==> config.mk <==
export PLATFORM = sky130hd
export DESIGN_NAME = handover_decision
export DESIGN_NICKNAME = d
export VERILOG_FILES = /design/src/rtl/ho_pkg.sv /design/src/rtl/sq_filter.sv /design/src/rtl/handover_decision.sv
export SDC_FILE = /design/constraint.sdc
export NUM_CORES = 1
export LEC_CHECK = 0
export CORE_UTILIZATION = 35
export DETAILED_ROUTE_END_ITERATION = 12
export REMOVE_ABC_BUFFERS = 1
export SYNTH_ARGS = -nofsm -noshare
export SYNTH_HDL_FRONTEND = slang
export SYNTH_HIERARCHICAL = 1
export SYNTH_SLANG_ARGS = --single-unit
==> constraint.sdc <==
create_clock -name clk -period 10.39 [get_ports clk]
set_clock_uncertainty 0.1 [all_clocks]
set_input_delay 2.078 -clock clk [delete_from_list [all_inputs] [get_ports clk]]
set_output_delay 2.078 -clock clk [all_outputs]
set_load 0.01 [all_outputs]
==> src/rtl/ho_pkg.sv <==
// rtl/ho_pkg.sv - shared state encoding and target codes for the handover decision block
package ho_pkg;

  typedef enum logic [1:0] {
    ST_IDLE    = 2'd0,
    ST_SELECT  = 2'd1,
    ST_CONFIRM = 2'd2,
    ST_GRANT   = 2'd3
  } ho_state_t;

  localparam logic [1:0] TGT_BS1  = 2'd0;
  localparam logic [1:0] TGT_BS2  = 2'd1;
  localparam logic [1:0] TGT_BS3  = 2'd2;
  localparam logic [1:0] TGT_NONE = 2'd3;

  localparam int SQ_THRESH = 50;

endpackage

==> src/rtl/sq_filter.sv <==
// rtl/sq_filter.sv - one-channel signal-quality filter: first-sample load, then pairwise averaging
//   clk, reset : rising-edge clock, synchronous active-high reset
//   i_valid    : strobe qualifying i_raw
//   i_raw      : raw quality sample
//   o_sq       : filtered quality, updated the cycle after i_valid
module sq_filter #(
  parameter int SQ_W = 8
) (
  input  logic            clk,
  input  logic            reset,
  input  logic            i_valid,
  input  logic [SQ_W-1:0] i_raw,
  output logic [SQ_W-1:0] o_sq
);

  logic            r_loaded;
  logic [SQ_W-1:0] r_sq;
  logic [SQ_W:0]   w_sum;

  // One extra bit so the sum of two full-scale samples cannot wrap before halving.
  assign w_sum = {1'b0, r_sq} + {1'b0, i_raw};

  always_ff @(posedge clk) begin
    if (reset) begin
      r_loaded <= 1'b0;
      r_sq     <= '0;
    end else if (i_valid) begin
      r_loaded <= 1'b1;
      r_sq     <= r_loaded ? w_sum[SQ_W:1] : i_raw;
    end
  end

  assign o_sq = r_sq;

endmodule

==> src/rtl/handover_decision.sv <==
// rtl/handover_decision.sv - filters BS quality reports and decides handover targets for requesting BSs
//   clk, reset           : rising-edge clock, synchronous active-high reset
//   meas_valid           : strobe qualifying meas_sq1..3
//   meas_sq1..3          : raw quality of BS1..BS3
//   BS_DM_request[2:0]   : level-held better-BS request, bit n-1 from BSn
//   DM_BS1_sq..DM_BS3_sq : filtered quality per BS
//   DM_BS_target         : decided target code (3 = none)
//   DM_target_valid      : DM_BS_target holds a decision for the granted requester
//   DM_grant             : one-hot requester currently being answered
//   ho_count             : completed handovers, wrapping
module handover_decision
  import ho_pkg::*;
#(
  parameter int SQ_W = 8,
  parameter int HYST = 8,
  parameter int TTT  = 3
) (
  input  logic            clk,
  input  logic            reset,
  input  logic            meas_valid,
  input  logic [SQ_W-1:0] meas_sq1,
  input  logic [SQ_W-1:0] meas_sq2,
  input  logic [SQ_W-1:0] meas_sq3,
  input  logic [2:0]      BS_DM_request,
  output logic [SQ_W-1:0] DM_BS1_sq,
  output logic [SQ_W-1:0] DM_BS2_sq,
  output logic [SQ_W-1:0] DM_BS3_sq,
  output logic [1:0]      DM_BS_target,
  output logic            DM_target_valid,
  output logic [2:0]      DM_grant,
  output logic [7:0]      ho_count
);

  localparam int               CNT_W  = (TTT > 1) ? $clog2(TTT + 1) : 1;
  localparam logic [CNT_W-1:0] TTT_C  = CNT_W'(TTT);
  localparam logic [SQ_W:0]    HYST_C = (SQ_W + 1)'(HYST);

  ho_state_t        r_state, w_state_nxt;
  logic [1:0]       r_req, w_req_nxt;
  logic [2:0]       r_grant, w_grant_nxt;
  logic [1:0]       r_cand, w_cand_nxt;
  logic [CNT_W-1:0] r_cnt, w_cnt_nxt, w_cnt_inc;
  logic [1:0]       r_target, w_target_nxt;
  logic             r_tvalid, w_tvalid_nxt;
  logic [7:0]       r_ho_count, w_ho_count_nxt;
  logic             r_mv_d;

  logic [SQ_W-1:0]  w_sq1, w_sq2, w_sq3;
  logic [SQ_W-1:0]  w_best_sq, w_req_sq;
  logic [1:0]       w_best;
  logic             w_margin_ok, w_handover, w_req_held;
  logic             w_enter_grant;
  logic [1:0]       w_result;

  sq_filter #(.SQ_W(SQ_W)) u_filt1 (
    .clk(clk), .reset(reset), .i_valid(meas_valid), .i_raw(meas_sq1), .o_sq(w_sq1)
  );
  sq_filter #(.SQ_W(SQ_W)) u_filt2 (
    .clk(clk), .reset(reset), .i_valid(meas_valid), .i_raw(meas_sq2), .o_sq(w_sq2)
  );
  sq_filter #(.SQ_W(SQ_W)) u_filt3 (
    .clk(clk), .reset(reset), .i_valid(meas_valid), .i_raw(meas_sq3), .o_sq(w_sq3)
  );

  // Strict '>' keeps ties on the lower-index BS.
  always_comb begin
    w_best    = TGT_BS1;
    w_best_sq = w_sq1;
    if (w_sq2 > w_best_sq) begin
      w_best    = TGT_BS2;
      w_best_sq = w_sq2;
    end
    if (w_sq3 > w_best_sq) begin
      w_best    = TGT_BS3;
      w_best_sq = w_sq3;
    end
  end

  always_comb begin
    case (r_req)
      TGT_BS1: w_req_sq = w_sq1;
      TGT_BS2: w_req_sq = w_sq2;
      default: w_req_sq = w_sq3;
    endcase
  end

  assign w_margin_ok = {1'b0, w_best_sq} > ({1'b0, w_req_sq} + HYST_C);
  assign w_handover  = (w_best != r_req) && w_margin_ok;
  assign w_req_held  = |(BS_DM_request & r_grant);
  assign w_cnt_inc   = r_cnt + CNT_W'(1);

  always_comb begin
    w_state_nxt    = r_state;
    w_req_nxt      = r_req;
    w_grant_nxt    = r_grant;
    w_cand_nxt     = r_cand;
    w_cnt_nxt      = r_cnt;
    w_target_nxt   = r_target;
    w_tvalid_nxt   = r_tvalid;
    w_ho_count_nxt = r_ho_count;
    w_enter_grant  = 1'b0;
    w_result       = r_req;

    case (r_state)
      ST_IDLE: begin
        if (BS_DM_request[0]) begin
          w_req_nxt   = TGT_BS1;
          w_grant_nxt = 3'b001;
          w_state_nxt = ST_SELECT;
        end else if (BS_DM_request[1]) begin
          w_req_nxt   = TGT_BS2;
          w_grant_nxt = 3'b010;
          w_state_nxt = ST_SELECT;
        end else if (BS_DM_request[2]) begin
          w_req_nxt   = TGT_BS3;
          w_grant_nxt = 3'b100;
          w_state_nxt = ST_SELECT;
        end
      end

      // Filter outputs here already include any sample strobed on the IDLE cycle.
      ST_SELECT: begin
        if (!w_req_held) begin
          w_grant_nxt = 3'b000;
          w_state_nxt = ST_IDLE;
        end else if (w_handover) begin
          w_cand_nxt  = w_best;
          w_cnt_nxt   = '0;
          w_state_nxt = ST_CONFIRM;
        end else begin
          w_enter_grant = 1'b1;
        end
      end

      // r_mv_d marks the first cycle the filters show a freshly strobed sample.
      ST_CONFIRM: begin
        if (!w_req_held) begin
          w_grant_nxt = 3'b000;
          w_state_nxt = ST_IDLE;
        end else if (r_mv_d) begin
          if (w_handover && (w_best == r_cand)) begin
            if (w_cnt_inc == TTT_C) begin
              w_enter_grant = 1'b1;
              w_result      = r_cand;
            end else begin
              w_cnt_nxt = w_cnt_inc;
            end
          end else begin
            w_enter_grant = 1'b1;
          end
        end
      end

      ST_GRANT: begin
        if (!w_req_held) begin
          w_state_nxt  = ST_IDLE;
          w_target_nxt = TGT_NONE;
          w_tvalid_nxt = 1'b0;
          w_grant_nxt  = 3'b000;
        end
      end

      default: w_state_nxt = ST_IDLE;
    endcase

    if (w_enter_grant) begin
      w_state_nxt  = ST_GRANT;
      w_target_nxt = w_result;
      w_tvalid_nxt = 1'b1;
      if (w_result != r_req) begin
        w_ho_count_nxt = r_ho_count + 8'd1;
      end
    end
  end

  always_ff @(posedge clk) begin
    if (reset) begin
      r_state    <= ST_IDLE;
      r_req      <= TGT_BS1;
      r_grant    <= 3'b000;
      r_cand     <= TGT_BS1;
      r_cnt      <= '0;
      r_target   <= TGT_NONE;
      r_tvalid   <= 1'b0;
      r_ho_count <= 8'd0;
      r_mv_d     <= 1'b0;
    end else begin
      r_state    <= w_state_nxt;
      r_req      <= w_req_nxt;
      r_grant    <= w_grant_nxt;
      r_cand     <= w_cand_nxt;
      r_cnt      <= w_cnt_nxt;
      r_target   <= w_target_nxt;
      r_tvalid   <= w_tvalid_nxt;
      r_ho_count <= w_ho_count_nxt;
      r_mv_d     <= meas_valid;
    end
  end

  assign DM_BS1_sq       = w_sq1;
  assign DM_BS2_sq       = w_sq2;
  assign DM_BS3_sq       = w_sq3;
  assign DM_BS_target    = r_target;
  assign DM_target_valid = r_tvalid;
  assign DM_grant        = r_grant;
  assign ho_count        = r_ho_count;

endmodule
* Word level (Yosys, flattened, before mapping)
Index checks and enable logic that the tools add are counted.
W data, S select, Z words.
** Cells by class
- Add/subtract/negate cells :: 6
- $lt $le $gt $ge :: 3
- Equality and inequality tests :: 20
- Multiplexer cells :: 49
- Bitwise logic cells :: 1
- Reduce and logical (&&, ||, !) cells :: 17
** Operators with widths (number)
- $mux W2 :: 25
- $mux W8 :: 5
- $add A8 B8 Y9 :: 3
- $gt A8 B8 Y1 :: 2
- $pmux W8 S2 :: 1
- $ne A2 B2 Y1 const B :: 7
- $mux W3 :: 4
- $mux W1 :: 10
- $add A8 B4 Y9 const B :: 1
- $gt A8 B9 Y1 :: 1
- $add A8 B1 Y8 const B :: 1
- $ne A4 B4 Y1 const B :: 2
- $reduce_and A2 Y1 :: 4
- $reduce_and A7 Y1 :: 1
- $eq A2 B2 Y1 const B :: 3
- $pmux W2 S3 :: 1
- $pmux W3 S2 :: 1
- $reduce_and A3 Y1 :: 2
- $reduce_or A3 Y1 :: 2
- $ne A5 B5 Y1 const B :: 1
- $eq A2 B1 Y1 const B :: 2
- $logic_not A2 Y1 :: 2
- $ne A2 B2 Y1 :: 2
- $pmux W2 S2 :: 1
- 10 further kinds :: 12
** Storage, ports and cells
- Bits in registers :: 48
- Output and inout port bits :: 38
- Word-level logic and storage cells :: 109

* Longest topological paths before layout
- Depth after elaboration :: 13
- Depth in mapped cells :: 27
- Mapped depth without buffers :: 25

* By module
Netlist, hierarchy kept.
** Modules (own cells, without submodules)
- handover_decision :: instances 1, cells an instance 291, area an instance 2321.0 sq um, seq. area each 460.4 sq um
- sq_filter :: instances 3, cells an instance 84, area an instance 713.2 sq um, seq. area each 180.2 sq um

* Worst setup path before layout
No wires, ideal clock.
- Path kind :: register to register
- Start point :: register u_filt1.r_sq[1] (netlist: u_filt1/o_sq[1])
- End point :: register r_ho_count[3] (netlist: ho_count[3])
- Arrival :: 5577 ps
- Required time :: 10167 ps
- Path slack :: 4590 ps
- Stages on the path, launching flop included :: 27
- Buffers on the path :: 3
- Period minus slack after synthesis :: 5800 ps
- Cell sequence :: dfxtp_1 inv_1 ha_1 nor2b_1 o211ai_1 a21oi_1 o21a_1 buf_4 mux2i_1 ha_1 nor2b_1 o211ai_1 a21oi_1 o21ai_1 clkbuf_1 clkbuf_1 a21oi_1 ha_1 and3_1 o21ai_0 a31oi_1 o21ai_0 a311oi_4 o311ai_4 nor4_4 nand4_1 mux2_1
** On the way
- Word-level cells in the longest chain between the ends :: 13
** Ends and longest elaborated chain
- start: declaration :: RTL line sq_filter.sv:17 : logic [SQ_W-1:0] r_sq;
- start signal: assignment :: RTL line sq_filter.sv:29 : r_sq <= r_loaded ? w_sum[SQ_W:1] : i_raw;
- $gt A8 B8 Y1 :: RTL line handover_decision.sv:69 : if (w_sq2 > w_best_sq) begin
- $mux W8 :: RTL line handover_decision.sv:69
- $gt A8 B8 Y1 :: RTL line handover_decision.sv:73 : if (w_sq3 > w_best_sq) begin
- $mux W8 or $mux W2 (tied branches) :: RTL line handover_decision.sv:73
- $gt A8 B9 Y1 or $ne A2 B2 Y1 (tied branches) :: RTL line handover_decision.sv:87, handover_decision.sv:88
- $logic_and A1 B1 Y1 :: RTL line handover_decision.sv:88 : assign w_handover = (w_best != r_req) && w_margin_ok;
- $logic_and A1 B1 Y1 :: RTL line handover_decision.sv:141 : if (w_handover && (w_best == r_cand)) begin
- $mux W2 :: RTL line handover_decision.sv:141
- $mux W2 :: RTL line handover_decision.sv:140 : end else if (r_mv_d) begin
- $mux W2 :: RTL line handover_decision.sv:137 : if (!w_req_held) begin
- $mux W2 :: RTL line handover_decision.sv:104 : case (r_state)
- $ne A2 B2 Y1 :: RTL line handover_decision.sv:170 : if (w_result != r_req) begin
- $reduce_and A2 Y1 (no line) *
- end signal: assignment :: RTL line handover_decision.sv:195 : r_ho_count <= w_ho_count_nxt;
- end: declaration :: RTL line handover_decision.sv:45 : logic [7:0] r_ho_count, w_ho_count_nxt;
Mark *: on every way between the ends. The rest lies on a longest branch, timed or not.
A chain may end at the register's enable or synchronous reset.

* Final worst setup path
- Start point :: register u_filt1.r_sq[1] (netlist: u_filt1/o_sq[1])
- End point :: register r_ho_count[5] (netlist: ho_count[5])
The elaborated chain is that of the path after synthesis.

==> flow_summary.html <==
<table>
<tr><th>Metric</th><th>Value</th></tr>
<tr><th colspan="2">Outcome</th></tr>
<tr><td>Result of the run</td><td>complete, no violations</td></tr>
<tr><th colspan="2">Timing</th></tr>
<tr><td>Unrepaired setup endpoints after global routing</td><td>false</td></tr>
<tr><td>Max_slew headroom</td><td>around 47%</td></tr>
<tr><td>Hold Violations, Final</td><td>0</td></tr>
<tr><td>Actual transition at the worst max-transition pin</td><td>0.793 ns</td></tr>
<tr><td>Final-report max-slew violation count</td><td>0</td></tr>
<tr><td>Setup TNS</td><td>0 ns</td></tr>
<tr><td>Timing-limited maximum frequency</td><td>0.166 GHz</td></tr>
<tr><td>Shortest clock period the worst path allows after layout</td><td>around 6.0 ns</td></tr>
<tr><td>Crit share post-route</td><td>57.8%</td></tr>
<tr><td>Setup violations, final</td><td>0</td></tr>
<tr><th colspan="2">Synthesis</th></tr>
<tr><td>Primary FF master, synth</td><td>dfxtp_1</td></tr>
<tr><td>Total number of yosys warnings</td><td>6</td></tr>
<tr><td>Synth Area per Inst</td><td>between 8 and 9 um^2</td></tr>
<tr><td>Total standard cell area after synthesis</td><td>about 4500 um^2</td></tr>
<tr><td>Number of synthesized register bits</td><td>50</td></tr>
<tr><td>Async set-or-reset flop fraction in the synthesized netlist</td><td>0%</td></tr>
<tr><td>Sequential area share after synthesis</td><td>about 22%</td></tr>
<tr><td>Number of enable-type register cells in the synthesized netlist</td><td>0</td></tr>
<tr><td>Gate count of the mapped netlist</td><td>approximately 540</td></tr>
<tr><td>Unique cell type count in the Yosys netlist</td><td>62</td></tr>
<tr><th colspan="2">Layout</th></tr>
<tr><td>Share of cells above drive strength 1</td><td>a little under 8%</td></tr>
<tr><td>Final net count</td><td>around 700</td></tr>
<tr><td>Antenna diode count</td><td>0</td></tr>
<tr><td>Count of fill cells added during filler insertion</td><td>1268</td></tr>
<tr><td>Utilization after layout</td><td>43.9%</td></tr>
<tr><td>Layout-stage area growth over the synthesis result</td><td>20.3%</td></tr>
<tr><th colspan="2">Routing</th></tr>
<tr><td>Final Routed Wirelength</td><td>10600 um</td></tr>
<tr><td>Mean routed wirelength per cell</td><td>approximately 14 um</td></tr>
<tr><td>Post-detailed-route count of antenna-violating nets</td><td>0</td></tr>
<tr><td>DRC violation total after the first TritonRoute iteration</td><td>246</td></tr>
<tr><td>Via count of the routed design</td><td>about 4000</td></tr>
<tr><td>Residual DRC</td><td>0</td></tr>
<tr><td>Via-to-Cell Ratio</td><td>approximately 5.2</td></tr>
<tr><td>Count of TritonRoute iterations in the first routing pass</td><td>4</td></tr>
<tr><th colspan="2">Die</th></tr>
<tr><td>Top-Level Pins</td><td>around 70</td></tr>
<tr><td>Width of the die</td><td>115 um</td></tr>
<tr><td>Placeable core region</td><td>between 10000 and 15000 um^2</td></tr>
<tr><td>Standard-cell rows</td><td>40</td></tr>
<tr><td>Vert. Die Dim</td><td>around 110 um</td></tr>
<tr><td>Initial Util</td><td>between 30 and 40%</td></tr>
<tr><td>Die footprint</td><td>13200 um^2</td></tr>
<tr><th colspan="2">Setup path</th></tr>
<tr><td>Slack of the worst reg-to-reg path</td><td>between 4 and 5 ns</td></tr>
<tr><td>Capturing element type of the critical path</td><td>flip-flop</td></tr>
<tr><td>Critical path launch point type</td><td>flip-flop</td></tr>
<tr><td>Critical path required time</td><td>10.47 ns</td></tr>
<tr><td>Arrival time of data at the critical path endpoint</td><td>~6.1 ns</td></tr>
<tr><td>Biggest fanout along the worst timing path</td><td>21</td></tr>
<tr><td>Crit Path Category</td><td>reg -&gt; reg</td></tr>
<tr><th colspan="2">CTS</th></tr>
<tr><td>TritonCTS Buffers</td><td>5</td></tr>
<tr><td>Buffer count from post-CTS setup fixing</td><td>0</td></tr>
<tr><td>Clock slew at the register clock pins of the worst setup and hold paths</td><td>0.07 ns</td></tr>
<tr><td>Clock sink total</td><td>50</td></tr>
<tr><td>Count of hold buffers inserted by post-cts repair</td><td>0</td></tr>
<tr><td>Clk buf depth</td><td>2</td></tr>
<tr><td>Count of cells resized by post-cts repair</td><td>0</td></tr>
<tr><td>Clock root buffer</td><td>clkbuf_16</td></tr>
<tr><td>Source-to-sink clock delay at the later pin of the worst-skew pair</td><td>slightly below 0.3 ns</td></tr>
<tr><td>Total number of H-tree levels</td><td>2</td></tr>
<tr><td>TritonCTS clock tree</td><td>yes</td></tr>
<tr><th colspan="2">GRT</th></tr>
<tr><td>GR Util met2</td><td>between 20 and 30%</td></tr>
<tr><td>Peak-usage layer in the global routing report</td><td>met2</td></tr>
<tr><td>Pin count of the biggest net entering global routing</td><td>a little under 60</td></tr>
<tr><td>Global-route wire length before repair</td><td>~18000 um</td></tr>
<tr><td>Total global routing track utilization</td><td>around 17%</td></tr>
<tr><td>GR Layer Usage met3</td><td>under 10%</td></tr>
<tr><td>Remaining Overflow, GRT</td><td>0</td></tr>
<tr><td>Vias in the first global route</td><td>around 3900</td></tr>
<tr><td>Met1 Use GR</td><td>a little over a fifth</td></tr>
<tr><td>Antenna violations before repair</td><td>0</td></tr>
<tr><th colspan="2">Power and ir drop</th></tr>
<tr><td>Max rail drop VDD</td><td>about 70 uV</td></tr>
<tr><td>Pwr dens</td><td>144 nW/um^2</td></tr>
<tr><td>Leak pwr</td><td>between 0.002 and 0.0025 uW</td></tr>
<tr><th colspan="2">Place</th></tr>
<tr><td>Input/output buffers</td><td>67</td></tr>
<tr><td>Detail Placement HPWL</td><td>8200 um</td></tr>
<tr><td>Global placement routability congestion</td><td>0.833</td></tr>
<tr><th colspan="2">Flow run</th></tr>
<tr><td>Max-capacitance violation count</td><td>0</td></tr>
<tr><th colspan="2">Hold path</th></tr>
<tr><td>Worst hold-check path type</td><td>reg -&gt; reg</td></tr>
</table>
[flip-flops by register name, summed over array words and instances, names as in the netlist, 2 cells and up]
name          cells
r_cnt             2
u_filt3/o_sq      8
r_cand            2
DM_BS_target      2
ho_count          8
DM_grant          3
u_filt2/o_sq      8
r_state           2
u_filt1/o_sq      8
r_req             2
[routing by layer]
| layer | routed length [um] | up-vias |
|---|---|---|
| met2 | 5030 | 91 |
| li1 | - | 2056 |
| met1 | 5060 | 1835 |
| met3 | 463 | 8 |
| met4 | 93 | 0 |
| met5 | 0 | - |
[critical path: stages, from the launching register on]
cell      delay [ns]
dfxtp_1         0.50
inv_1           0.09
ha_1            0.30
nor2b_1         0.14
o211ai_1        0.09
a21oi_1         0.16
o21a_1          0.54
mux2i_1         0.30
ha_1            0.27
nor2b_1         0.13
o211ai_1        0.15
a21oi_1         0.11
o21ai_1         0.12
buf_4           0.28
a21oi_1         0.11
ha_1            0.30
and3_1          0.17
o21ai_0         0.09
a31oi_1         0.16
o21ai_0         0.16
a311oi_4        0.28
o311ai_4        0.22
nor4_4          0.59
nand3_1         0.18
mux2_1          0.34
[cells in the final DEF, fill, tap and decap left out, types with 4 or more instances in the layout]
| cell type | synthesis | layout |
|---|---|---|
| mux2i_1 | 33 | 33 |
| clkbuf_16 | 0 | 5 |
| a221oi_1 | 4 | 4 |
| a21oi_1 | 37 | 37 |
| nor3_1 | 4 | 4 |
| a21oi_2 | 12 | 12 |
| a31oi_1 | 4 | 4 |
| clkdlybuf4s50_1 | 0 | 66 |
| nand2_1 | 39 | 39 |
| o21ai_1 | 4 | 4 |
| a211oi_1 | 9 | 9 |
| nand4_1 | 10 | 10 |
| dfxtp_1 | 50 | 50 |
| a211oi_2 | 6 | 6 |
| xor2_1 | 11 | 11 |
| inv_1 | 36 | 36 |
| o22ai_1 | 5 | 5 |
| nand3_1 | 6 | 6 |
| o21a_1 | 4 | 4 |
| mux2_1 | 5 | 5 |
| ha_1 | 52 | 52 |
| nor2b_1 | 13 | 13 |
| xnor2_1 | 11 | 11 |
| nand2b_1 | 7 | 7 |
| o21ai_0 | 20 | 20 |
| nor2_1 | 76 | 76 |
[per-stage QoR]
step	total power [uW]	area, um^2	std cells	hold WS [ns]	worst slack (ns)
finish	774	5370	767	0.358	4.38
global route	833	5370	767	0.387	3.89
CTS	778	5370	767	0.365	4.38
detailed placement	587	5200	759	0.355	4.40
global placement	579	5200	759	0.351	4.59
floorplan	483	4300	521	0.334	4.37
[final cells by class]
type,count,area [um^2],share of cell area [%]
clock buffer,6,129,2.40
inverter,36,135,2.52
timing repair buffer,70,688,12.8
multi-input combinational,435,3170,59.0
tap,168,210,3.92
clock inverter,2,37.5,0.699
sequential,50,1000,18.7
[where the power goes]
part	total, uW	switching, uW	internal [uW]
combinational	350	188	162
clock	189	74.9	114
sequential	235	28.9	206
total	774	291	482
[synth_stat cells, types with 3 or more instances]
library cell / number / area share, %
nand2b_2: 3 / 0.59
mux2i_1: 33 / 7.4
nor2b_1: 13 / 1.8
nand4_1: 10 / 1.4
nand2_1: 39 / 3.3
inv_1: 36 / 3.0
xor2_1: 11 / 2.2
nor3_1: 4 / 0.45
buf_2: 3 / 0.34
or4_1: 3 / 0.50
nand2b_1: 7 / 0.98
and2b_4: 3 / 0.67
and2b_1: 3 / 0.50
nor2_1: 76 / 6.4
fa_1: 3 / 1.3
nand3_1: 6 / 0.67
xnor2_1: 11 / 2.2
a21oi_1: 37 / 4.2
a211oi_1: 9 / 1.5
clkbuf_8: 3 / 0.93
clkbuf_1: 9 / 0.76
buf_4: 5 / 0.84
o21ai_2: 3 / 0.59
a222oi_1: 3 / 0.67
dfxtp_1: 50 / 22
and3_1: 3 / 0.42
o21a_1: 4 / 0.67
o22ai_1: 5 / 0.70
a221oi_1: 4 / 0.79
o21ai_0: 20 / 2.2
nor4_1: 3 / 0.42
nor3b_1: 3 / 0.50
a31o_1: 3 / 0.59
a211oi_2: 6 / 1.7
o21ai_1: 4 / 0.45
and2_2: 3 / 0.50
a21oi_2: 12 / 2.4
mux2_1: 5 / 1.3
a31oi_1: 4 / 0.56
ha_1: 52 / 15
[cells by family (layout without fill, tap and decap cells)]
logic type,count (synthesis),after routing,synth area share (%)
multiplexers,39,39,8.92
AO/OA/AOI/OAI,131,131,20.9
adder cells (fa/ha/maj),55,55,15.9
XOR/XNOR,22,22,4.32
flip-flops,50,50,22.4
buffers and inverters,58,114,6.59
AND/OR/NAND/NOR,188,188,20.9
[path summary, 6_finish.rpt]
path                                       from              end  cells after the start
worst min-delay path            DM_target_valid  DM_target_valid                      2
worst min register to register  DM_target_valid  DM_target_valid                      2
worst max register to register  u_filt1/o_sq[1]      ho_count[5]                     24
worst max-delay path            u_filt1/o_sq[1]      ho_count[5]                     24
Note: power is estimated with default switching activity, not from simulation.
